--- src/rtl/multi_mode_counter.sv ---
// multi_mode_counter: parametrised timer/event counter with runtime threshold,
// up/down direction, wrap or one-shot mode, prescaler, enable, synchronous
// load/abort, a registered terminal-count pulse and busy/done status flags.
module multi_mode_counter #(
    parameter int WIDTH    = 32,
    parameter int PRESCALE = 1
) (
    input  logic             clk,
    input  logic             reset,
    input  logic             en,
    input  logic             start,
    input  logic             abort,
    input  logic             load,
    input  logic [WIDTH-1:0] load_val,
    input  logic [WIDTH-1:0] thresh,
    input  logic             dir,
    input  logic             oneshot,
    output logic [WIDTH-1:0] count,
    output logic             tc,
    output logic             busy,
    output logic             done
);

    // Prescaler needs at least one bit even when PRESCALE == 1.
    localparam int PW = (PRESCALE > 1) ? $clog2(PRESCALE) : 1;
    localparam logic [PW-1:0] PRE_LAST = PW'(PRESCALE - 1);

    typedef enum logic [1:0] {
        IDLE = 2'd0,
        RUN  = 2'd1,
        DONE = 2'd2
    } state_t;

    state_t           state;
    state_t           state_nxt;
    logic [PW-1:0]    presc;
    logic [WIDTH-1:0] thresh_q;
    logic             dir_q;
    logic             oneshot_q;

    logic [WIDTH-1:0] start_val;
    logic [WIDTH-1:0] target;
    logic             tick;
    logic             terminal;

    // Counting runs from start_val toward target in the captured direction.
    assign start_val = dir_q ? thresh_q : '0;
    assign target    = dir_q ? '0 : thresh_q;
    assign tick      = (state == RUN) && en && (presc == PRE_LAST);
    assign terminal  = (count == target);

    // State register.
    always_ff @(posedge clk or posedge reset) begin
        if (reset) begin
            state <= IDLE;
        end else begin
            state <= state_nxt;
        end
    end

    // Next-state logic; abort > load > start > tick.
    always_comb begin
        state_nxt = state;
        if (abort) begin
            state_nxt = IDLE;
        end else if (load) begin
            state_nxt = state;
        end else if (start) begin
            state_nxt = RUN;
        end else if (tick && terminal && oneshot_q) begin
            state_nxt = DONE;
        end
    end

    // Status flags decoded straight from the state.
    always_comb begin
        busy = (state == RUN);
        done = (state == DONE);
    end

    // Count, prescaler, captured configuration and terminal-count pulse.
    always_ff @(posedge clk or posedge reset) begin
        if (reset) begin
            count     <= '0;
            presc     <= '0;
            tc        <= 1'b0;
            thresh_q  <= '0;
            dir_q     <= 1'b0;
            oneshot_q <= 1'b0;
        end else begin
            tc <= 1'b0;
            if (abort) begin
                count <= '0;
                presc <= '0;
            end else if (load) begin
                count <= load_val;
                presc <= '0;
            end else if (start) begin
                // Start value uses the live inputs since they are captured now.
                thresh_q  <= thresh;
                dir_q     <= dir;
                oneshot_q <= oneshot;
                count     <= dir ? thresh : '0;
                presc     <= '0;
            end else if ((state == RUN) && en) begin
                if (presc == PRE_LAST) begin
                    presc <= '0;
                    if (terminal) begin
                        tc <= 1'b1;
                        if (!oneshot_q) begin
                            count <= start_val;
                        end
                    end else if (dir_q) begin
                        count <= count - WIDTH'(1);
                    end else begin
                        count <= count + WIDTH'(1);
                    end
                end else begin
                    presc <= presc + PW'(1);
                end
            end
        end
    end

endmodule

--- config.mk ---
export PLATFORM = sky130hd
export DESIGN_NAME = multi_mode_counter
export DESIGN_NICKNAME = d
export VERILOG_FILES = /design/src/rtl/multi_mode_counter.sv
export SDC_FILE = /design/constraint.sdc
export NUM_CORES = 1
export LEC_CHECK = 0
export BUFFER_PORTS_ARGS = -buffer_cell sky130_fd_sc_hd__clkbuf_2
export CELL_PAD_IN_SITES_DETAIL_PLACEMENT = 0
export CELL_PAD_IN_SITES_GLOBAL_PLACEMENT = 2
export CORE_MARGIN = 10
export CORE_UTILIZATION = 35
export CTS_CLUSTER_SIZE = 28
export DETAILED_ROUTE_END_ITERATION = 10
export GPL_ROUTABILITY_DRIVEN = 0
export PLACE_DENSITY = 0.79
export SYNTH_ARGS = -nofsm -noshare
export SYNTH_HDL_FRONTEND = slang
export SYNTH_SLANG_ARGS = --single-unit
--- constraint.sdc ---
create_clock -name clk -period 4.1 [get_ports clk]
set_clock_uncertainty 0.05 [all_clocks]
set_input_delay 0.205 -clock clk [delete_from_list [all_inputs] [get_ports clk]]
set_output_delay 0.205 -clock clk [all_outputs]
set_load 0.02 [all_outputs]
==> reports/qor.csv <==
metric,value,unit
wl_per_cell,22.4,um
start_util,36.0,%
arrival,3.81,ns
setup_violations,0,
setup_tns,0,ns
num_antenna_cells,0,
ir_drop,0.220,mV
synth_edf_count,0,
ios,107,
worst-r2r-setup-slack,0.45,ns
max_freq,0.274,GHz
drv_slew,0,
drt_wl_total,23500,um
rsz0062_at_grt,no,
io_buffer_count,106,
cp-end-kind,register,
hold_viol,0,
synth_seq_cells,69,
die_w,154,um
htree_levels,3,
dieArea,23700,um2
slowest_delay,0.65,ns
status,finished clean,
path_clk_slew,0.06,ns
insertion_delay,0.35,ns
cts_buffer_depth,2,
worstSetupStartpointType,register,
syn_area,6290,um2
grtUsageTotal,19.2,%
p_total,3.16,mW
fin_crit,3.65,ns
grt_pass1_vias,6284,
yosysMostFrequentCell,nand2_1,
postCtsSetupBuffers,0,
yosysUniqueCellTypes,73,
yosys-top-cells-area,"dfrtp_1, ha_1, mux2_2",
num_vias,6234,
period_share,89.0,%
nets,922,
grt_first_pass_wirelength,36900,um
cts-root-buf,clkbuf_16,
rows,48,
synth_area_leader_cell,dfrtp_1,
critPathKind,reg -> reg,
internal_power,1.86,mW
drv_cap,0,
fin_cells,1048,
antenna_found_initial,0,
power_leakage,3.23,nW
cp.required,4.26,ns
crit_path_frequent_cell,a21oi_1,
cts_tree,done,
vias_per_cell,5.95,
post_cts_resized,0,
yosys_warnings,0,
hpwl,17800,um
switching_share,41.1,%
grt.overflow.total,0,
synth_top_area_share,27.4,%
drc,0,
netlist_instances,733,
cts_hold_buf,1,
drtIter0Drc,511,
core,17500,um2
syn_to_final_growth,16.9,%
drive_above_1_share,23.7,%
crit_fanout,22,
hold_class,in -> reg,
power_frac_clock,27.4,%
ys_seq_area_share,27.4,%
max-slew-margin-rel,35.1,%
tightest_slew,0.973,ns
fp.dieH,154,um
critPathSlowestCell,dfrtp_2,
syn_nets,836,
path_cells,buf_4 -> ha_1 -> o211ai_1 -> o21ai_0 -> a21oi_1 -> o311ai_1 -> a21oi_1 -> o2111a_1 -> o41ai_1 -> a31oi_1,
synth.avg_cell_area,8.58,um2
power_frac_comb,41.4,%
final_antenna_net_count,0,
cp.buffers_inverters,1,
cp_top_family,compound AO/OA/AOI/OAI gates,
p_switching,1.30,mW
dp_cells,1032,
ys.flop_type,dfrtp_1,
grt_max_degree,42,
synth_common_cells,"nand2_1, dfrtp_1, nor2_1",
p_seq_share,31.2,%
cts_buffers,9,
detail_route.first_pass.iterations,5,
power_density,429,nW/um2
synthArstFlopShare,100,%
cts.sinks,69,
## registers in the layout, indices dropped and copies added (netlist names)
name / count
count: 32
thresh_q: 32
state: 2
dir_q: 1
oneshot_q: 1
tc: 1
## final timing paths
check	from	to	cells past startpoint
worst max register to register	dir_q	count[29]	10
min in group asynchronous	reset	count[0]	3
worst min-delay path	oneshot	oneshot_q	3
max in group asynchronous	reset	dir_q	4
worst min register to register	state[0]	state[0]	2
worst max-delay path	dir_q	count[29]	10
## routing by layer
metal / share of wire (%) / track usage (%) / up-vias
met5: 0 / 0 / -
met4: 1.4 / 4.95 / 0
met3: 5.8 / 4.32 / 25
met2: 46 / 30.6 / 177
met1: 46 / 25.6 / 3074
li1: - / - / 2958
## worst min-delay path: cells and delay by family
kind / cells / cell delay, ns
AO/OA/AOI/OAI: 1 / 0.06
buffers and inverters: 1 / 0.08
AND/OR/NAND/NOR: 1 / 0.04
## placed cells by master, fill, tap and decap left out, drive strengths merged, types with 4 or more instances in the layout
| cell type | instances |
|---|---|
| a211oi | 9 |
| a21o | 20 |
| a21oi | 41 |
| a221o | 4 |
| a221oi | 26 |
| a222oi | 4 |
| a22oi | 4 |
| a31oi | 5 |
| a32oi | 5 |
| and2 | 4 |
| and3 | 4 |
| and4 | 4 |
| buf | 17 |
| clkbuf | 115 |
| dfrtp | 69 |
| ha | 30 |
| inv | 23 |
| mux2 | 32 |
| mux2i | 14 |
| nand2 | 79 |
| nand2b | 7 |
| nand3 | 7 |
| nand3b | 8 |
| nand4 | 13 |
| nand4bb | 5 |
| nor2 | 46 |
| nor2b | 34 |
| nor3 | 7 |
| o211ai | 6 |
| o21a | 4 |
| o21ai | 40 |
| o21bai | 5 |
| o22a | 4 |
| o31ai | 11 |
| o41ai | 24 |
| or2 | 5 |
| or3 | 4 |
| or4 | 5 |
| xnor2 | 21 |
| xor2 | 17 |
## logic make-up after synthesis
| group | count (synthesis) | synth area share (%) |
|---|---|---|
| flip-flops | 69 | 27.4 |
| adder cells (fa/ha/maj) | 31 | 6.28 |
| AND/OR/NAND/NOR | 242 | 20.4 |
| buffers and inverters | 72 | 5.07 |
| multiplexers | 46 | 7.95 |
| AO/OA/AOI/OAI | 235 | 27.5 |
| XOR/XNOR | 38 | 5.29 |
## power by group through the flow
stage | sequential [mW] | combinational (mW) | clock, mW
CTS | 0.983 | 1.30 | 0.878
global placement | 0.991 | 1.27 | 0
detailed placement | 0.994 | 1.29 | 0
finish | 0.986 | 1.31 | 0.864
floorplan | 0.958 | 0.901 | 0
global route | 1.01 | 1.44 | 0.900
## final cells by class
class | instances | area [um2]
Multi-Input combinational cell | 592 | 4260
Sequential cell | 69 | 1730
Clock inverter | 6 | 88.8
Tap cell | 225 | 282
Timing Repair Buffer | 124 | 681
Inverter | 23 | 86.3
Clock buffer | 9 | 225
Fill cell | 1772 | 10100
## through the flow
| step | util, % | worst slack [ns] | hold WS, ns | instance area, um2 |
|---|---|---|---|---|
| CTS | 42.1 | 0.491 | 0.00532 | 7350 |
| global placement | 40.2 | 0.648 | 0.299 | 7030 |
| global route | 42.1 | 0.247 | 0.0421 | 7350 |
| finish | 42.1 | 0.453 | 0.0134 | 7350 |
| floorplan | - | 0.823 | 0.272 | 6290 |
| detailed placement | 40.2 | 0.555 | 0.313 | 7030 |
Power figures use the tool's default switching activity.
